<file path="src/rtl/beep_seq_defs_pkg.sv">
// Shared definitions for the beeper sequencer: state encoding, note word
// field layout, marker values and a counter width helper.
package beep_seq_defs;

  // 3-bit state encoding, explicit so the values are stable across tools.
  typedef enum logic [2:0] {
    ST_IDLE  = 3'd0,
    ST_FETCH = 3'd1,
    ST_WAIT  = 3'd2,
    ST_PLAY  = 3'd3,
    ST_GAP   = 3'd4,
    ST_END   = 3'd5
  } state_t;

  // Note word layout: [15:12] beats, [11:0] tone code.
  localparam int BEATS_MSB = 15;
  localparam int BEATS_LSB = 12;
  localparam int CODE_MSB  = 11;

  localparam logic [3:0]  END_BEATS = 4'd0;   // beats value marking end of song
  localparam logic [11:0] REST_CODE = 12'd0;  // tone code meaning silence

  // Bits needed to hold the values 0..n-1 (never less than one bit).
  function automatic int cnt_width(input int n);
    return (n <= 2) ? 1 : $clog2(n);
  endfunction

endpackage

</file>
<file path="src/rtl/beep_seq_timer.sv">
// Loadable down-counter with a zero flag. Used for the tick, beat and gap
// counts of the beeper sequencer. Clear has priority over load, and the
// counter parks at zero instead of wrapping.
module beep_seq_timer #(
  parameter int W = 8
) (
  input  logic         sclk,
  input  logic         nrst,
  input  logic         clr,
  input  logic         load,
  input  logic [W-1:0] load_val,
  input  logic         dec,
  output logic         zero
);

  logic [W-1:0] cnt;

  // Count register: clear, load, or decrement towards zero.
  // NOTE: sequential state uses non-blocking assignments so every flop
  // samples the pre-edge values, independent of block evaluation order.
  always_ff @(posedge sclk or negedge nrst) begin
    if (!nrst) begin
      cnt <= '0;
    end else if (clr) begin
      cnt <= '0;
    end else if (load) begin
      cnt <= load_val;
    end else if (dec && (cnt != '0)) begin
      cnt <= cnt - 1'b1;
    end
  end

  assign zero = (cnt == '0);

endmodule

</file>
<file path="src/rtl/beep_seq_ctrl.sv">
// Beeper note sequencer: walks the note ROM from address 0, fetches one
// word per step, sounds each note for beats*BEAT_CYCLES cycles, inserts a
// GAP_CYCLES silence after each note and ends on a zero-beats marker or
// after SONG_LEN entries. stop aborts playback from any busy state.
// Build option: define BEEP_SEQ_LOOP_EN to replay the song until stop
// instead of returning to idle with a done pulse.
module beep_seq_ctrl
  import beep_seq_defs::*;
#(
  parameter int CLK_FREQ   = 50_000_000,
  parameter int BEAT_FREQ  = 4,
  parameter int GAP_CYCLES = 2_500_000,
  parameter int SONG_LEN   = 64
) (
  input  logic        sclk,
  input  logic        nrst,
  input  logic        start,
  input  logic        stop,
  output logic [15:0] rom_addr,
  input  logic [15:0] rom_data,
  output logic [11:0] tone_code,
  output logic        tone_en,
  output logic        busy,
  output logic        done
);

  localparam int BEAT_CYCLES = (CLK_FREQ / BEAT_FREQ < 1) ? 1 : CLK_FREQ / BEAT_FREQ;
  localparam bit HAS_GAP     = (GAP_CYCLES > 0);
  localparam int TICK_W      = cnt_width(BEAT_CYCLES);
  localparam int GAP_W       = cnt_width(HAS_GAP ? GAP_CYCLES : 1);
  localparam logic [TICK_W-1:0] TICK_RELOAD = TICK_W'(BEAT_CYCLES - 1);
  localparam logic [GAP_W-1:0]  GAP_RELOAD  = GAP_W'(HAS_GAP ? GAP_CYCLES - 1 : 0);
  localparam logic [15:0]       LAST_ADDR   = 16'(SONG_LEN - 1);

`ifdef BEEP_SEQ_LOOP_EN
  localparam bit LOOP_EN = 1'b1;
`else
  localparam bit LOOP_EN = 1'b0;
`endif

  state_t      state;
  logic [3:0]  beats;
  logic [11:0] code;

  assign beats = rom_data[BEATS_MSB:BEATS_LSB];
  assign code  = rom_data[CODE_MSB:0];

  logic tick_zero, beat_zero, gap_zero;
  logic tick_load, tick_dec, beat_load, beat_dec, gap_load, gap_dec;
  logic abort, note_last, advance, to_end;

  assign abort = stop && (state != ST_IDLE);

  // Counter control and step decisions derived from state and zero flags.
  // NOTE: every signal gets a default before the case so no path leaves
  // one unassigned, which would otherwise infer a latch.
  always_comb begin
    tick_load = 1'b0;
    tick_dec  = 1'b0;
    beat_load = 1'b0;
    beat_dec  = 1'b0;
    gap_load  = 1'b0;
    gap_dec   = 1'b0;
    note_last = 1'b0;
    case (state)
      ST_WAIT: begin
        if (beats != END_BEATS) begin
          tick_load = 1'b1;
          beat_load = 1'b1;
        end
      end
      ST_PLAY: begin
        if (!tick_zero) begin
          tick_dec = 1'b1;
        end else if (!beat_zero) begin
          tick_load = 1'b1;
          beat_dec  = 1'b1;
        end else begin
          note_last = 1'b1;
          gap_load  = HAS_GAP;
        end
      end
      ST_GAP:  gap_dec = 1'b1;
      default: ;
    endcase
    advance = (note_last && !HAS_GAP) || ((state == ST_GAP) && gap_zero);
    to_end  = (advance && (rom_addr == LAST_ADDR)) ||
              ((state == ST_WAIT) && (beats == END_BEATS));
  end

  beep_seq_timer #(.W(TICK_W)) u_tick (
    .sclk(sclk), .nrst(nrst), .clr(abort), .load(tick_load),
    .load_val(TICK_RELOAD), .dec(tick_dec), .zero(tick_zero)
  );

  beep_seq_timer #(.W(4)) u_beat (
    .sclk(sclk), .nrst(nrst), .clr(abort), .load(beat_load),
    .load_val(beats - 4'd1), .dec(beat_dec), .zero(beat_zero)
  );

  beep_seq_timer #(.W(GAP_W)) u_gap (
    .sclk(sclk), .nrst(nrst), .clr(abort), .load(gap_load),
    .load_val(GAP_RELOAD), .dec(gap_dec), .zero(gap_zero)
  );

  // Sequencer FSM with registered outputs; abort and end-of-song first.
  always_ff @(posedge sclk or negedge nrst) begin
    if (!nrst) begin
      state     <= ST_IDLE;
      rom_addr  <= '0;
      tone_code <= '0;
      tone_en   <= 1'b0;
      busy      <= 1'b0;
      done      <= 1'b0;
    end else if (abort) begin
      state     <= ST_IDLE;
      rom_addr  <= '0;
      tone_code <= '0;
      tone_en   <= 1'b0;
      busy      <= 1'b0;
      done      <= 1'b0;
    end else if (to_end) begin
      state     <= ST_END;
      rom_addr  <= '0;
      tone_code <= '0;
      tone_en   <= 1'b0;
      done      <= !LOOP_EN;
    end else if (advance) begin
      state     <= ST_FETCH;
      rom_addr  <= rom_addr + 16'd1;
      tone_en   <= 1'b0;
    end else begin
      case (state)
        ST_IDLE: begin
          rom_addr <= '0;
          if (start && !stop) begin
            state <= ST_FETCH;
            busy  <= 1'b1;
          end
        end
        ST_FETCH: state <= ST_WAIT;
        ST_WAIT: begin
          tone_code <= code;
          tone_en   <= (code != REST_CODE);
          state     <= ST_PLAY;
        end
        ST_PLAY: begin
          if (note_last) begin
            tone_en <= 1'b0;
            state   <= ST_GAP;
          end
        end
        ST_GAP: ;
        ST_END: begin
          done <= 1'b0;
          if (LOOP_EN) begin
            state <= ST_FETCH;
          end else begin
            state <= ST_IDLE;
            busy  <= 1'b0;
          end
        end
        default: state <= ST_IDLE;
      endcase
    end
  end

endmodule

</file>
<file path="config.mk">
export PLATFORM = sky130hd
export DESIGN_NAME = beep_seq_ctrl
export DESIGN_NICKNAME = d
export VERILOG_FILES = /design/src/rtl/beep_seq_defs_pkg.sv /design/src/rtl/beep_seq_timer.sv /design/src/rtl/beep_seq_ctrl.sv
export SDC_FILE = /design/constraint.sdc
export NUM_CORES = 1
export LEC_CHECK = 0
export ABC_AREA = 1
export CAP_MARGIN = 25
export CORE_ASPECT_RATIO = 0.5
export CORE_MARGIN = 2
export CORE_UTILIZATION = 45
export DETAILED_ROUTE_END_ITERATION = 16
export PLACE_DENSITY_LB_ADDON = 0.1
export SYNTH_ARGS = -nofsm -noshare
export SYNTH_HDL_FRONTEND = slang
export SYNTH_SLANG_ARGS = --single-unit
export TNS_END_PERCENT = 50
</file>
<file path="constraint.sdc">
create_clock -name sclk -period 4.9 [get_ports sclk]
set_input_delay 0.98 -clock sclk [delete_from_list [all_inputs] [get_ports sclk]]
set_output_delay 0.98 -clock sclk [all_outputs]
set_load 0.005 [all_outputs]
</file>
==> flow_results.org, run 1 <==
** STA
- Number of pins exceeding their max-slew limit in the final report :: 0
- Unrepaired setup endpoints after global routing :: no
- Final hold violation count :: 0
- Between clock sinks in the finished design, the worst skew comes to 0.00847 ns.
- Tcrit/Tclk final :: 57.7%
- Final Setup Violations :: 0
- For the finished layout, the period the worst path requires is about 2.8 ns.
- Headroom to the max-slew limit came out at between 40% and 50%.
- In the post-route analysis, the smallest setup slack over all paths is between 2 and 2.5 ns.
- Peak Freq :: 354 MHz
- After routing, the total negative slack on setup checks comes to 0 ns.
- Worst Tran Pin Value :: 0.814 ns

** Synth
- Post-synthesis share of cell area spent on full adders, half adders and majority gates :: around 1.4%
- Cell count after synthesis :: 760
- The synthesized netlist devotes between 30% and 40% of its cell area to simple gates.
- Sequential fraction of the synthesis area :: 39.7%
- Syn_area_per_cell :: around 7 sq um
- Register bit count reported by yosys :: 84
- Yosys mapped the design onto 36 distinct sky130hd cell types.
- Syn nets :: between 700 and 800
- By area, the combinational part of the netlist is dominated by simple AND/OR/NAND/NOR gates.
- Multiplexer fraction of the synthesized cell area :: 0%
- Of the total synthesized cell area, the portion taken by XOR and XNOR cells is 5.62%.
- Warnings from Yosys :: 0
- Complex-gate fraction of the synthesized area :: about 6.3%
- The mapped netlist covers 0.00530 sq mm.

** Setup path
- The worst setup path is captured at a flop.
- CP max stage delay :: slightly above 0.6 ns
- CP Launch Type :: input pin
- Setup Crit Path Kind :: in2reg
- Register-to-Register Path Depth :: 7
- Max Fanout on Critical Path :: 42
- Traced cell by cell, the critical path runs through clkdlybuf4s50_1 > nand2_2 > inv_1 > a21oi_2 > nand2_1 > o21ai_1.
- CP Data Arrival Time :: about 3 ns
- The largest individual stage delay along the critical path comes from the cell nand2_2.
- Required time of the worst setup path :: slightly above 5 ns

** Floorplanning
- In this run the vertical extent of the chip is between 80 and 90 um.
- DIE WIDTH :: 157 um
- Die Outline Area :: 0.0127 sq mm
- The region available for standard cell placement spans 0.0112 sq mm.
- ~50 I/O pins were placed.
- Row generation in the floorplan step produced 27 rows.
- Initial core utilization :: between 40% and 50%

** Status
- Result of the run :: finished, final reports clean

** Power
- Power spread over the standard cell area amounts to between 500 and 600 mW/mm^2.
- Int Pwr :: 1.96 mW
- Sequential cells account for 28.5% of the total power.
- Portion of total power attributed to combinational logic :: 52.7%
- Leakage power :: 3.02 nW
- In this run switching power makes up 46.1% of total power.
- Sw power :: 1.68 mW
- The worst-case IR drop observed on VDD is roughly 0.00024 V.
- The share of total power dissipated in the clock network is 18.8%.

** Clock tree
- CTS tree :: done
- Once the clock tree was built, the setup fixing pass inserted 0 buffers.
- The clock passes through at most 2 buffers.
- Once the clock tree was built, the resizer swapped 0 gates to a different size.
- Cell at the root of the clock tree :: clkbuf_16
- Max H-tree Level :: 3
- Insertion delay to the later sink of the worst-skew pair :: 0.35 ns
- Clock tree synthesis inserted a total of 9 buffers.
- CTS hold repair buffers :: 0
- TritonCTS sink count :: 84
- Clock-pin slew was measured on the worst setup and hold paths at roughly 0.06 ns.

** GRT
- Global-route total usage across every layer :: 22.7%
- Via count of the first global-routing pass :: 4633
- Antenna violations before repair :: 0
- Entering global routing, the biggest net connects 61 pins.
- Leftover overflow at the end of global routing :: 0
- Wire length of the first global-routing pass :: 22700 um

** Worst hold path
- Hold-critical path depth :: 2
- Min-Delay Path Class :: reg2reg

** Detailed routing
- Wires add up to ~13000 um.
- Post-DR vias/cell :: a little over 5
- DRC marker count from the first detailed-route iteration :: ~270
- Dividing the detail-routed wire length by the instance count gives ~14 um.
- The count of nets left with antenna violations once routing finished came out at 0.
- In the routed design, unresolved DRC markers number 0.
- The final route contains around 4900 vias.
- The first detailed-routing pass took 5 iterations.

** Final layout
- At the end of the flow the core is filled with cells to a little under three fifths.
- Compared with the post-synthesis result, the final layout area differs by 17.1%.
- For this run, the post-layout net count is roughly 830.
- Cells with a size suffix above 1 make up roughly 5.2% of the layout.
- Antenna diodes :: 0

** Place
- Place WS :: 1.72 ns
- Detailed placement finished with a half-perimeter wire length of 9900 um.
- RePlAce Congestion :: 0.893
- Buffers placed on the I/O ports in this run total 50.

** Job
- Max-capacitance violation count :: 0
## registers in the layout, summed over array words and instances, names as in the netlist
name	flops
u_tick.cnt	24
rom_addr	16
u_gap.cnt	22
u_beat.cnt	4
busy	1
tone_en	1
done	1
state	3
tone_code	12
## worst max-delay path, delay by kind of cell
family / cells / cell delay (ns)
buffers and inverters: 2 / 0.76
AOI/OAI and AO/OA: 2 / 0.62
and+or+nand+nor: 2 / 0.73
## cell usage after synthesis
cell type    n  area share (%)
nand2_1    218              15
nor2_1     120             8.5
dfrtp_1     84              40
inv_1       76             5.4
nand3_1     66             6.2
o21ai_0     34             3.2
xor2_1      29             4.8
nand4_1     23             2.7
a21oi_1     18             1.7
nor3_1      18             1.7
nand3b_1     7            0.99
ha_1         6             1.4
o21ai_1      6            0.57
nor2_2       5            0.59
xnor2_1      5            0.83
buf_2        4            0.38
buf_4        4            0.57
inv_2        4            0.28
nand2_2      4            0.47
nor2_4       4            0.85
buf_6        3            0.64
clkbuf_1     3            0.21
nand3_2      3            0.57
buf_1        2            0.14
nor3b_1      2            0.28
o21bai_1     2            0.28
a21oi_2      1            0.17
a31oi_1      1            0.12
and3_1       1            0.12
nand2_4      1            0.21
nand4_2      1            0.24
nor3_2       1            0.19
nor4_1       1            0.12
o211ai_1     1            0.14
o22ai_1      1            0.12
or2_2        1            0.12
## placed cells by master, fill, tap and decap left out, drive strengths merged, types with 6 or more instances in the layout
master	n
nor2	129
dfrtp	84
nor3	19
inv	80
o21ai	40
ha	6
clkdlybuf4s50	49
nand2	223
nand3b	7
nand3	69
nand4	24
clkbuf	11
xor2	29
a21oi	19
## kinds of logic after synthesis
group / Yosys count
buffers and inverters: 96
flip-flops: 84
AND/OR/NAND/NOR: 476
adder cells (fa/ha/maj): 6
AO/OA/AOI/OAI: 64
XOR/XNOR: 34
## area by class of cell
cell class                 instances  area, sq um
clock buffer                      11          233
clock inverter                     5         62.6
fill                            1105         5010
inverter                          80          300
multi-input combinational        580         2790
sequential                        84         2100
tap                              159          199
timing repair buffer              52          513
## layer usage
| layer | global-route usage, % | vias up | share of wire, % |
|---|---|---|---|
| met1 | 31.0 | 2316 | 49 |
| met2 | 37.1 | 100 | 46 |
| li1 | - | 2514 | - |
| met4 | 5.45 | 0 | 0.86 |
| met5 | 0 | - | 0 |
| met3 | 4.86 | 10 | 3.9 |
## path summary, 6_finish.rpt
check	startpoint	end	slack, ns
max	stop	u_gap.cnt[18]	2.07
max reg2reg	state[2]	u_gap.cnt[18]	2.42
min	u_beat.cnt[3]	u_beat.cnt[3]	0.48
min reg2reg	u_beat.cnt[3]	u_beat.cnt[3]	0.48
min in group asynchronous	nrst	u_tick.cnt[7]	0.70
max in group asynchronous	nrst	u_gap.cnt[1]	3.35
## metrics by stage
stage	cell area (sq um)	instances	total power [mW]	hold WS, ns
6_report	6200	971	3.63	0.483
2_1_floorplan	5300	760	2.47	0.449
3_5_place_dp	5910	955	2.95	0.473
3_3_place_gp	5910	955	2.92	0.471
4_1_cts	6200	971	3.66	0.487
5_1_grt	6200	971	3.98	0.532
## power groups by stage
stage	combinational, mW	sequential, mW	clock, mW
global route	2.19	1.06	0.733
detailed placement	1.91	1.05	0
floorplan	1.46	1.01	0
global placement	1.88	1.05	0
CTS	1.92	1.03	0.700
finish	1.91	1.04	0.682
Power figures use the tool's default switching activity.
==> run 2, diff against run 1 <==
==> constraint.sdc (replaced) <==
create_clock -name sclk -period 2.3 [get_ports sclk]
set_input_delay 0.46 -clock sclk [delete_from_list [all_inputs] [get_ports sclk]]
set_output_delay 0.46 -clock sclk [all_outputs]
set_load 0.005 [all_outputs]
==> flow_results.org, run 2 (same netlist as run 1, synthesis figures left out) <==
** Status
- Result of the run :: finished, final reports clean (unchanged)

** Setup path
- The type of the worst setup path was reg2reg (was in2reg).
- Max Fanout on Critical Path :: 12 (was 42)
- The endpoint class of the critical path is a flop (unchanged).
- The worst path required time came to 2.56 ns (was 5.16 ns).
- Critical Path, Cell by Cell: nor2_1 > nand2_1 > nor2_1 > nand4_2 > a21oi_2 > nand2_1 > o21ai_0 (was clkdlybuf4s50_1 > nand2_2 > inv_1 > a21oi_2 > nand2_1 > o21ai_1).
- CP Data Arrival Time :: 2.34 ns (was 3.09 ns)
- The family with the most delay on the worst path was simple AND/OR/NAND/NOR gates (was buffers and inverters).
- The longest individual stage delay on the worst path is 0.57 ns (was 0.62 ns).
- Number of buffers and inverters on the critical path :: 0 (was 2)
- The critical path's slowest cell is a21oi_2 (was nand2_2).
- The startpoint class of the critical path is a flop (was input pin).

** Floorplanning
- Vertical extent of the die :: 80.7 um (unchanged)
- The effective utilization at floorplan came to 47.2% (unchanged).
- The die outline area came to 0.0127 sq mm (unchanged).
- The area of the core region came to 0.0112 sq mm (unchanged).
- DIE WIDTH :: 157 um (unchanged)
- IO Count :: 51 (unchanged)
- The floorplan row count was 27 (unchanged).

** Clock tree
- The clock insertion delay at the later pin of the skew report is 0.34 ns (was 0.35 ns).
- Resized Gates After CTS :: 0 (unchanged)
- The clock tree from TritonCTS was done (unchanged).
- Max H-tree Level :: 3 (unchanged)
- TritonCTS sink count :: 84 (unchanged)
- The post-CTS setup-driven buffer insertion count is 0 (unchanged).
- The clock buffer count from CTS was 9 (unchanged).
- The clock-pin slew on the worst setup and hold paths came to 0.07 ns (was 0.06 ns).
- The clock tree root buffer cell is clkbuf_16 (unchanged).
- The maximum clock insertion buffer count was 2 (unchanged).
- The count of hold buffers inserted by post-cts repair was 0 (unchanged).

** Place
- Count of input and output buffers :: 50 (unchanged)
- The final weighted congestion of routability-driven global placement is 0.918 (was 0.893).
- Number of placed cells counting well taps :: 965 (was 955)
- HPWL reported at the end of detailed placement :: 9840 um (was 9900 um)
- Placed cell area :: 0.00601 sq mm (was 0.00591 sq mm)

** Detailed routing
- The average vias per placed instance was 5.05 (was 5.09).
- Drt first pass iters :: 5 (unchanged)
- Detail Route Antenna Nets :: 0 (unchanged)
- The total wire length after detailed routing is 13200 um (was 13300 um).
- The final routed wire length divided by cell count is 13.4 um (was 13.7 um).
- The number of DRC markers in iteration 0 is 344 (was 274).
- The total vias in the final route was 4956 (was 4940).
- The number of remaining DRC errors was 0 (unchanged).

** Power
- Total Power :: 8.01 mW (was 3.63 mW)
- The leakage power figure was 3.11 nW (was 3.02 nW).
- The worst voltage drop across the vdd grid came to 0.000588 V (was 0.000245 V).
- The cell area power density was 1260 mW/mm^2 (was 586 mW/mm^2).

** GRT
- Wire length of the first global-routing pass :: 22500 um (was 22700 um)
- The via count of the first global-routing pass came to 4709 (was 4633).
- The number of antenna violations at the first check in global routing came to 0 (unchanged).
- Maximum number of pins on one net before global-route repair :: 33 (was 61)
- GR met1 Demand/Resource :: 30.5% (was 31.0%)
- The met3 track utilization from global routing is 4.53% (was 4.86%).
- The routing layer with the top usage in global route is met2 (unchanged).
- Met2 global-route usage :: 37.9% (was 37.1%)
- Global-route total usage across every layer :: 22.6% (was 22.7%)
- The overflow left after global routing came to 0 (unchanged).

** Final layout
- The post-synthesis to final-layout area growth came to 19.8% (was 17.1%).
- Fraction of final layout cells sized beyond drive strength 1 :: 6.45% (was 5.17%)
- Commonest cells after routing, fill and taps aside :: nand2_1 (218), nor2_1 (120), dfrtp_1 (84), inv_1 (76), nand3_1 (66) (unchanged)
- Finished Layout Cells :: 981 (was 971)
- The total number of nets in the final design is 843 (was 833).
- Top Registers :: u_tick.cnt: 24 flops, u_gap.cnt: 22 flops, rom_addr: 16 flops (unchanged)
- The commonest non-fill, non-tap cell in the layout was nand2_1 (unchanged).
- The number of diodes is 0 (unchanged).
- Max reg flops :: 24 (unchanged)
- The register with the most flip-flops is u_tick.cnt (unchanged).
- The post-route cell area came to 0.00634 sq mm (was 0.00620 sq mm).

** STA
- The worst path in the final design needs a cycle of 2.08 ns, including I/O delays and setup.
- Peak Freq :: between 400 and 500 MHz
- Worst Tran Pin Value :: 0.626 ns (was 0.814 ns)
- Relative slew slack :: 58.3% (was 45.5%)
- The final hold violation count is 0 (unchanged).
- Unrepaired setup endpoints after global routing :: no (unchanged)
- The number of pins exceeding their max-slew limit in the final report came to 0 (unchanged).
- Tcrit/Tclk final :: 90.4%
- Final setup skew :: 0.00852 ns (was 0.00847 ns)
- Summed negative setup slack over all endpoints :: 0 ns (unchanged)
- The final-report setup violation count is 0 (unchanged).

** Job
- Max-capacitance violation count :: 0 (unchanged)

** Worst hold path
- The classification of the worst-slack hold path is in2async (was reg2reg).
[run 2: cell types whose count changed in the layout (fill, tap and decap cells not counted)]
cell and change:
buf_12 +2, buf_4 +8, bufinv_16 +1, clkbuf_1 -1, clkbuf_8 +3, clkinv_4 -2, clkinvlp_4 -1
[run 2: where the power goes]
| part | internal (mW) | switching (mW) | total [mW] |
|---|---|---|---|
| clock network | 1.04 | 0.595 | 1.64 |
| registers | 1.86 | 0.318 | 2.18 |
| logic | 1.55 | 2.65 | 4.20 |
[run 2: final timing paths]
kind	startpoint	to	slack (ns)	cells past startpoint
max reg2reg	u_tick.cnt[3]	u_gap.cnt[10]	0.22	7
min in group sclk	u_beat.cnt[3]	u_beat.cnt[3]	0.49	2
max in group asynchronous	nrst	rom_addr[15]	1.61	2
min	nrst	u_tick.cnt[14]	0.06	1
max	u_tick.cnt[3]	u_gap.cnt[10]	0.22	7
min reg2reg	u_beat.cnt[3]	u_beat.cnt[3]	0.49	2
[run 2: through the flow]
step / setup WS, ns / util [%] / hold WS, ns
global route: 0.0113 / 56.6 / 0.0849
CTS: 0.248 / 56.6 / 0.0766
global placement: 0.165 / 53.5 / 0.439
detailed placement: 0.108 / 53.5 / 0.438
floorplan: 0.611 / - / 0.164
finish: 0.221 / 56.6 / 0.0595
[run 2: cell type report]
class | instances | area, sq um
inverter | 80 | 300
clock buffer | 13 | 270
multi-input combinational | 580 | 2790
fill | 1083 | 4870
timing repair buffer | 62 | 613
clock inverter | 3 | 67.6
sequential | 84 | 2100
tap | 159 | 199
[run 2: routing by layer]
layer | part of all wire (%) | vias up
met2 | 47 | 83
met5 | 0 | -
li1 | - | 2543
met4 | 0.99 | 0
met3 | 3.4 | 14
met1 | 49 | 2316
